$ cat src/rtl/serial_parity_tx.sv
// Parallel-load serial transmitter: start bit, DATA_W payload bits, optional parity bit, stop bit.
// Each bit lasts div+1 clocks, using a counter in the clk domain and a valid/ready load port.
module serial_parity_tx #(
    parameter int DATA_W    = 8,
    parameter int DIV_W     = 8,
    parameter int PARITY_EN = 1,
    parameter int MSB_FIRST = 0
) (
    input  logic              clk,
    input  logic              rst_n,
    input  logic              in_valid,
    output logic              in_ready,
    input  logic [DATA_W-1:0] in_data,
    input  logic              parity_odd,
    input  logic [DIV_W-1:0]  div,
    output logic              tx,
    output logic              busy,
    output logic              frame_done,
    output logic              parity_bit,
    output logic [2:0]        dbg_state
);

    // Load handshake: a word transfers on the rising edge where in_valid && in_ready.
    // in_ready is high only in IDLE, including the frame_done cycle.
    // in_valid is ignored at all other times, and the producer holds in_data until the transfer.

    typedef enum logic [2:0] {
        IDLE   = 3'd0,
        START  = 3'd1,
        DATA   = 3'd2,
        PARITY = 3'd3,
        STOP   = 3'd4
    } state_t;

    localparam int                CNT_W    = $clog2(DATA_W + 1);
    localparam logic [CNT_W-1:0]  LAST_BIT = CNT_W'(DATA_W - 1);

    state_t              state, state_n;
    logic [DATA_W-1:0]   shift_q, shift_n;
    logic [DIV_W-1:0]    div_q, div_q_n;
    logic [DIV_W-1:0]    div_cnt, div_cnt_n;
    logic [CNT_W-1:0]    bit_cnt, bit_cnt_n;
    logic                parity_q, parity_n;
    logic                tx_q, tx_n;
    logic                busy_q, busy_n;
    logic                done_q, done_n;
    logic                tick;
    logic                out_bit;

    always_ff @(posedge clk or negedge rst_n) begin
        if (!rst_n) begin
            state    <= IDLE;
            shift_q  <= '0;
            div_q    <= '0;
            div_cnt  <= '0;
            bit_cnt  <= '0;
            parity_q <= 1'b0;
            tx_q     <= 1'b1;
            busy_q   <= 1'b0;
            done_q   <= 1'b0;
        end else begin
            state    <= state_n;
            shift_q  <= shift_n;
            div_q    <= div_q_n;
            div_cnt  <= div_cnt_n;
            bit_cnt  <= bit_cnt_n;
            parity_q <= parity_n;
            tx_q     <= tx_n;
            busy_q   <= busy_n;
            done_q   <= done_n;
        end
    end

    // The counter reaches zero in the last cycle of every bit period.
    assign tick = (div_cnt == '0);

    always_comb begin
        state_n   = state;
        shift_n   = shift_q;
        div_q_n   = div_q;
        div_cnt_n = div_cnt;
        bit_cnt_n = bit_cnt;
        parity_n  = parity_q;
        done_n    = 1'b0;

        case (state)
            IDLE: begin
                if (in_valid) begin
                    state_n   = START;
                    shift_n   = in_data;
                    div_q_n   = div;
                    div_cnt_n = div;
                    bit_cnt_n = '0;
                    parity_n  = (^in_data) ^ parity_odd;
                end
            end
            START: begin
                if (tick) begin
                    state_n   = DATA;
                    div_cnt_n = div_q;
                    bit_cnt_n = '0;
                end else begin
                    div_cnt_n = div_cnt - DIV_W'(1);
                end
            end
            DATA: begin
                if (tick) begin
                    div_cnt_n = div_q;
                    shift_n   = (MSB_FIRST != 0) ? (shift_q << 1) : (shift_q >> 1);
                    if (bit_cnt == LAST_BIT) begin
                        state_n = (PARITY_EN != 0) ? PARITY : STOP;
                    end else begin
                        bit_cnt_n = bit_cnt + CNT_W'(1);
                    end
                end else begin
                    div_cnt_n = div_cnt - DIV_W'(1);
                end
            end
            PARITY: begin
                if (tick) begin
                    state_n   = STOP;
                    div_cnt_n = div_q;
                end else begin
                    div_cnt_n = div_cnt - DIV_W'(1);
                end
            end
            STOP: begin
                if (tick) begin
                    state_n   = IDLE;
                    div_cnt_n = '0;
                    done_n    = 1'b1;
                end else begin
                    div_cnt_n = div_cnt - DIV_W'(1);
                end
            end
            default: begin
                state_n   = IDLE;
                div_cnt_n = '0;
            end
        endcase
    end

    // tx is registered from the next state, so the line already shows the new bit in the first cycle of that bit.
    assign out_bit = (MSB_FIRST != 0) ? shift_n[DATA_W-1] : shift_n[0];

    always_comb begin
        tx_n = 1'b1;
        case (state_n)
            START:   tx_n = 1'b0;
            DATA:    tx_n = out_bit;
            PARITY:  tx_n = parity_n;
            default: tx_n = 1'b1;
        endcase
        busy_n = (state_n != IDLE);
    end

    assign in_ready   = (state == IDLE);
    assign tx         = tx_q;
    assign busy       = busy_q;
    assign frame_done = done_q;
    assign parity_bit = parity_q;
    assign dbg_state  = state;

endmodule

$ cat config.mk
export PLATFORM = sky130hd
export DESIGN_NAME = serial_parity_tx
export DESIGN_NICKNAME = d
export VERILOG_FILES = /design/src/rtl/serial_parity_tx.sv
export SDC_FILE = /design/constraint.sdc
export NUM_CORES = 1
export LEC_CHECK = 0
export BUFFER_PORTS_ARGS = -buffer_cell sky130_fd_sc_hd__buf_4
export CORE_MARGIN = 5
export CORE_UTILIZATION = 61
export CTS_CLUSTER_DIAMETER = 100
export DETAILED_ROUTE_END_ITERATION = 7
export PLACE_DENSITY = 0.83
export REMOVE_ABC_BUFFERS = 1
export SLEW_MARGIN = 10
export SYNTH_ARGS = -nofsm -noshare
export SYNTH_HDL_FRONTEND = slang
export SYNTH_SLANG_ARGS = --single-unit
$ cat constraint.sdc
create_clock -name clk -period 6.45 [get_ports clk]
set_clock_uncertainty 0.15 [all_clocks]
set_input_delay 0.9675 -clock clk [delete_from_list [all_inputs] [get_ports clk]]
set_output_delay 0.9675 -clock clk [all_outputs]
set_load 0.02 [all_outputs]
======== After elaboration in Yosys (flattened, before gate mapping) ========
Index checks and enable logic that the tools add are counted.
operators by class
  add/sub/neg operators ................... 2
  equal/unequal tests ..................... 12
  mux-type cells .......................... 24
  bitwise gates (word level) .............. 1
  reductions and logical operators ........ 10
operators with widths
  kind                                              number
  2-to-1 mux 8 bit                                  5
  one-hot mux 8 bit (3 select lines)                1
  2-to-1 mux 3 bit                                  6
  2-to-1 mux 4 bit                                  4
  one-hot mux 8 bit (2 select lines)                1
  one-hot mux 3 bit (5 select lines)                1
  == test 3 x 2 -> 1 bit, second input constant     4
  one-hot mux 4 bit (3 select lines)                1
  logical NOT 8 bit                                 1
  != test 2 bit, second input constant              4
  parity 8 bit                                      1
  subtractor 8 x 1 -> 8 bit, second input constant  1
  == test 3 x 1 -> 1 bit, second input constant     2
  nonzero test 3 bit                                2
  AND reduction 5 bit                               1
  adder 4 x 1 -> 4 bit, second input constant       1
  == test 4 x 3 -> 1 bit, second input constant     1
  2-to-1 mux 1 bit                                  4
  == test 3 bit, second input constant              1
  logical NOT 3 bit                                 1
  one-hot mux 1 bit (3 select lines)                1
  AND reduction 3 bit                               1
  OR reduction 3 bit                                1
  AND reduction 2 bit                               1
  other kinds (2)                                   2
word-level totals
  bits in registers ....................... 35
  input port bits ......................... 20
  output and inout bits ................... 8
  word-level logic and storage cells ...... 59

======== Depth between registers and ports, before layout ========
Gate-level depths: netlist of run 1.
  depth after elaboration ................. 6
  mapped depth ............................ 8
  gate-level depth less buffers ........... 7

======== Worst setup path after synthesis of run 1 ========
OpenSTA, ideal clock, no wires.
  kind .................................... input port to flip-flop
  from .................................... input port in_valid
  to ...................................... register bit_cnt[3]
  library setup time ...................... 0.092 ns
  arrival ................................. 2.170 ns
  required time ........................... 6.208 ns
  setup slack ............................. 4.038 ns
  cell stages on the path ................. 6
  buffers on the path ..................... 1
  cells stage by stage .................... clkbuf_1 -> or3_1 -> o311a_1 -> o31ai_2 -> or2_1 -> o31ai_2
on the way
  cells in the longest elaborated chain, start to end .. 2
RTL lines
  element                        RTL line  text
  start, declared                11        input logic in_valid,
  != test 2 bit (no line)        -
  AND reduction 5 bit (no line)  -
  end signal, assigned           66        bit_cnt <= bit_cnt_n;
  end, declared                  42        logic [CNT_W-1:0] bit_cnt, bit_cnt_n;
No other way between the ends.
A chain may end at the register's enable or synchronous reset.

======== Worst setup path in the final report of run 1 ========
  from .................................... register state[2], in the netlist dbg_state[2]
  to ...................................... output port in_ready
on the way
  cells in the longest elaborated chain, start to end .. 1
RTL lines
  element                 RTL line  text
  start, declared         38        state_t state, state_n;
  start signal, assigned  62        state <= state_n;
  logical NOT 3 bit       157       assign in_ready = (state == IDLE);
  end, declared           12        output logic in_ready,
No other way between the ends.

==> impl_metrics.tcl, run 1 <==
set metrics [dict create \
    syn-cell-area_um2 1980 \
    vias 1692 \
    synth_edf_count 0 \
    grt_max_degree 36 \
    fin_crit_sh 0.457 \
    p_sw_mw 0.375 \
    rsz0062_at_grt "false" \
    yosys-top-cells-area "dfrtp_1, nand2_1, xnor2_1" \
    cap_violations 0 \
    synthAdderAreaFrac 0.0126 \
    final_common_cell "nand2_1" \
    yosys.area.top_type_share 0.429 \
    clock_sinks 35 \
    seqPwrFrac 0.440 \
    critPathSlowestCell "dfrtp_1" \
    worst_path_largest_cell_delay_ns 0.64 \
    cts_setup_buffers 0 \
    ctsResizeCount 0 \
    sw_frac_of_total 0.418 \
    clock.fmax_ghz 0.339 \
    die_w_um 67 \
    layout_setup_ws_ns 3.50 \
    via_per_inst 5.79 \
    crit_path_start_kind "register" \
    root_buffer "clkbuf_4" \
    internal_power_mw 0.521 \
    criticalPathCategory "register to output pin" \
    required_ns 5.33 \
    area_growth_pct 12.4 \
    grt_pass1_wl_um 7430 \
    start_util 0.644 \
    hold_buffers 0 \
    crit_arrival_ns 1.83 \
    hold_viol_final 0 \
    grt_pass1_vias 1596 \
    synthFlopType "dfrtp_1" \
    std_cell_rows 20 \
    p_per_area_nw_per_um2 402 \
    synth_seq_area_share 0.443 \
    design.final.nets 269 \
    dieHeight_um 67 \
    antenna_cells 0 \
    tightest_slew_ns 0.721 \
    place_hpwl_um 3070 \
    fin_util 0.724 \
    path_cells "or3_1 -> inv_1 -> buf_4" \
    ys_warn_count 0 \
    layout_common_cells "nand2_1, dfrtp_1, buf_4, nor2_1, o21ai_0" \
    synth_seq_cells 35 \
    run_status "completed" \
    cts_tree "built" \
    drt_iter0_drc 123 \
    synth_cells 224 \
    wl_um 4250 \
    drive_gt1_frac 0.169 \
    power.total_mw 0.896 \
    synthSimpleGateAreaFrac 0.234 \
    synthXorXnorAreaFrac 0.0530 \
    die-area_um2 4490 \
    syn_area_per_cell_um2 8.85 \
    final-setup-viol-count 0 \
    hold_path.class "register to register" \
    num-fill-cells 275 \
    cp-end-kind "output pin" \
    synth_compound_area_frac 0.182 \
    coreArea_um2 3080 \
    p_leak_nw 1.03 \
    synthArstFlopShare 1.00 \
    grt_overflow 0 \
    cp_max_fo 24 \
    clk_latency_ns 0.34 \
    ioPinCount 28 \
    wl_per_cell_um 14.5 \
    holdWs_ns 0.333 \
    cts_htree_levels 2 \
    yosys.cell_types.count 46 \
    dpl_worst_slack_ns 3.82 \
    grtUsageTotal 0.223 \
    drt-pass1-iter-count 4 \
    drc 0 \
    synth_top_family_by_area "simple AND/OR/NAND/NOR gates" \
    path_clk_slew_ns 0.10 \
    cts_buffers 5 \
    power_frac_comb 0.435 \
    clockPowerShare 0.125 \
    place.gp.congestion 0.866 \
    slew_headroom 0.517 \
    ir_drop_uv 242 \
    cts_buffer_depth 2 \
    io_buffers 27 \
    antenna_left 0 \
    period_minus_slack_ns 2.95 \
    synth_top_area_cell "dfrtp_1" \
    slew_violations 0 \
    synth_mux_area_frac 0.0303 \
    antenna_found_initial 0 \
    setup_tns_ns 0 \
]
## cell type report
cell class / instances / area [um^2] / share of cell area
clock buffers: 8 / 48.8 / 0.0219
well taps: 44 / 55.1 / 0.0247
inverters: 6 / 22.5 / 0.0101
multi-input cells: 171 / 1010 / 0.455
repair buffers: 28 / 210 / 0.0943
flip-flops and latches: 35 / 877 / 0.394
## through the flow
| step | cells | instance area (um^2) |
|---|---|---|
| finish | 292 | 2230 |
| global route | 292 | 2230 |
| CTS | 292 | 2230 |
| detailed placement | 284 | 2180 |
| global placement | 284 | 2180 |
| floorplan | 212 | 1910 |
## per-layer routing
| metal | track usage | up-vias | share of wire |
|---|---|---|---|
| met5 | 0 | - | 0 |
| met4 | 0.0835 | 0 | 0.017 |
| met3 | 0.0607 | 9 | 0.068 |
| met2 | 0.333 | 42 | 0.45 |
| met1 | 0.306 | 802 | 0.47 |
| li1 | - | 839 | - |
## synthesized netlist by cell type, types with 2 or more instances
| cell | n |
|---|---|
| a31oi_1 | 5 |
| xor2_1 | 2 |
| mux2i_1 | 6 |
| buf_6 | 2 |
| nand3_1 | 3 |
| xnor2_1 | 10 |
| nor2_1 | 17 |
| clkbuf_1 | 6 |
| a21oi_1 | 10 |
| buf_2 | 3 |
| a22oi_1 | 9 |
| and2_1 | 2 |
| o211ai_1 | 2 |
| nor3_1 | 5 |
| or3_1 | 4 |
| dfrtp_1 | 34 |
| nor3b_1 | 2 |
| ha_1 | 2 |
| nand2b_1 | 3 |
| nand2_1 | 50 |
| inv_1 | 6 |
| o21ai_0 | 13 |
| o31ai_2 | 2 |
| o22ai_1 | 3 |
| a311oi_1 | 2 |
## state kept, by name, indices dropped and copies added, names as in the netlist
signal / cells
dbg_state: 3
frame_done: 1
tx: 1
div_cnt: 8
div_q: 8
busy: 1
shift_q: 8
parity_bit: 1
bit_cnt: 4
## final timing paths
kind                            cells after the start    endpoint    startpoint  slack [ns]
worst max-delay path                                3    in_ready  dbg_state[2]        3.50
worst min-delay path                                2  shift_q[0]    shift_q[0]        0.33
worst max register to register                      7  shift_q[5]    div_cnt[0]        3.82
worst min register to register                      2  shift_q[0]    shift_q[0]        0.33
max in group asynchronous                           1          tx         rst_n        5.40
min in group asynchronous                           1  frame_done         rst_n        0.41
## critical path: cells and delay by family, from the launching register on
kind / cells / cell delay (ns)
DFF: 1 / 0.64
and+or+nand+nor: 1 / 0.54
buffers and inverters: 2 / 0.31
## power groups by stage
stage	Combinational (mW)	Clock (mW)	Sequential, mW
floorplan	0.277	0	0.387
CTS	0.392	0.117	0.392
global placement	0.380	0	0.393
detailed placement	0.388	0	0.397
finish	0.390	0.112	0.394
global route	0.445	0.127	0.410
## cells by family after synthesis
group	after synthesis
and+or+nand+nor	97
muxes	6
AOI/OAI and AO/OA	54
DFF	35
xor gates and xnor gates	12
adders and majority gates	2
buffers and inverters	18
No activity file was read; power rests on OpenSTA's default activity.
==> run 2, diff against run 1 <==
Settings changed: CORE_UTILIZATION 61 to 51, PLACE_DENSITY 0.83 to 0.74.
Clock period 6.45 ns to 2.7 ns, I/O delays scaled along.
==> run 2 against run 1 <==
Effect of this change:
- power up 150%
- critical path depth up 4
- sequential power up 140%
- utilization down 11 points
==> impl_metrics.tcl, run 2 (synthesis gave the netlist of run 1 again) <==
set metrics [dict create \
    start_util 0.533 \
    vias 1698 \
    drc 0 \
    root_buffer "clkbuf_8" \
    r2r_slack_ns 0.28 \
    area_growth_pct 15.2 \
    criticalPathCategory "register to register" \
    ff_latch_area_um2 877 \
    dieHeight_um 72.3 \
    crit_path_start_kind "register" \
    cp-end-kind "register" \
    rsz0062_at_grt "false" \
    design.final.nets 272 \
    clk_latency_ns 0.28 \
    setup_tns_ns 0 \
    coreArea_um2 3720 \
    cts_buffers 5 \
    grt_max_degree 36 \
    p_sw_mw 0.887 \
    via_per_inst 5.72 \
    fin_crit_sh 0.895 \
    final-setup-viol-count 0 \
    drt-pass1-iter-count 5 \
    slew_headroom 0.584 \
    place_hpwl_um 3070 \
    slew_violations 0 \
    p_leak_nw 1.06 \
    antenna_left 0 \
    grt_pass1_wl_um 7360 \
    drive_gt1_frac 0.177 \
    cp_max_fo 16 \
    cts_htree_levels 2 \
    clock.fmax_ghz 0.414 \
    ir_drop_uv 529 \
    final_common_cell "nand2_1" \
    hold_path.class "input pin to register" \
    power_frac_comb 0.421 \
    antenna_cells 0 \
    std_cell_rows 22 \
    period_minus_slack_ns 2.42 \
    layout_common_cells "nand2_1, dfrtp_1, buf_4, nor2_1, o21ai_0" \
    path_clk_slew_ns 0.07 \
    run_status "completed" \
    grt_overflow 0 \
    die_w_um 72.3 \
    num-fill-cells 347 \
    clockPowerShare 0.155 \
    cap_violations 0 \
    wl_per_cell_um 14.4 \
    crit_arrival_ns 2.46 \
    power.total_mw 2.20 \
    drt_iter0_drc 112 \
    cts_buffer_depth 2 \
    tightest_slew_ns 0.618 \
    die-area_um2 5230 \
    ioPinCount 28 \
    grt_pass1_vias 1575 \
    seqPwrFrac 0.423 \
    sw_frac_of_total 0.403 \
    top_regs "div_cnt x8, div_q x8, shift_q x8" \
    ctsResizeCount 0 \
    required_ns 2.75 \
    antenna_found_initial 0 \
    hold_viol_final 0 \
    wl_um 4260 \
    p_per_area_nw_per_um2 965 \
    internal_power_mw 1.32 \
    cts_tree "built" \
    clock_sinks 35 \
    multi_input_area_um2 1010 \
    io_buffers 27 \
    grtUsageTotal 0.182 \
    place.gp.congestion 0.877 \
]
[run 2: cell types whose count changed in the layout (fill, tap and decap cells not counted)]
cell,delta
dlygate4sd3_1,+1
clkbuf_8,+5
buf_4,+2
clkbuf_1,-2
clkbuf_4,-5
[run 2: worst max-delay path, cell delays in order, from the launching register on]
cell     delay (ns)
dfrtp_1        0.42
inv_1          0.10
ha_1           0.28
or3b_2         0.55
nor2_8         0.24
o31ai_2        0.13
or2_1          0.25
o31ai_2        0.22
[run 2: final cells by class]
class | count | share of cell area
clock buffers | 6 | 0.0318
flip-flops and latches | 35 | 0.384
inverters | 6 | 0.00987
multi-input cells | 171 | 0.445
repair buffers | 31 | 0.103
well taps | 48 | 0.0263
[run 2: stage by stage]
step                      worst slack, ns  area, um^2  cells  hold WS, ns   util
after detailed placement            0.308        2200    290        0.234  0.592
after floorplan                     0.345        1910    212      -0.0406      -
after global placement              0.397        2200    290        0.234  0.592
after CTS                           0.279        2280    297        0.166  0.614
after global routing                0.165        2280    297        0.163  0.614
final                               0.285        2280    297        0.167  0.614
[run 2: what timing repair did]
item / 4_1_cts / 5_1_grt
setup buffers: 0 / 0
hold buffers: 1 / 0
endpoints found under the hold margin: 34 / 0
[run 2: routing by layer]
metal / share of wire / track usage / vias up
met1: 0.48 / 0.259 / 809
met4: 0.012 / 0.0564 / 0
met2: 0.46 / 0.268 / 45
li1: - / - / 838
met3: 0.049 / 0.0512 / 6
met5: 0 / 0 / -
[run 2: path summary, 6_finish.rpt]
kind,startpoint,endpoint,depth (start not counted)
setup / recovery,div_cnt[0],bit_cnt[3],7
setup reg to reg,div_cnt[0],bit_cnt[3],7
hold reg to reg,shift_q[0],shift_q[0],2
hold / removal,div[5],div_q[5],3
min in group asynchronous,rst_n,shift_q[4],2
max in group asynchronous,rst_n,tx,2
[run 2: power groups by stage]
stage,clock (mW),sequential (mW),combinational (mW)
2_1_floorplan,0,0.923,0.662
3_3_place_gp,0,0.935,0.909
3_5_place_dp,0,0.937,0.926
4_1_cts,0.347,0.930,0.936
5_1_grt,0.376,0.965,1.06
6_report,0.342,0.932,0.928
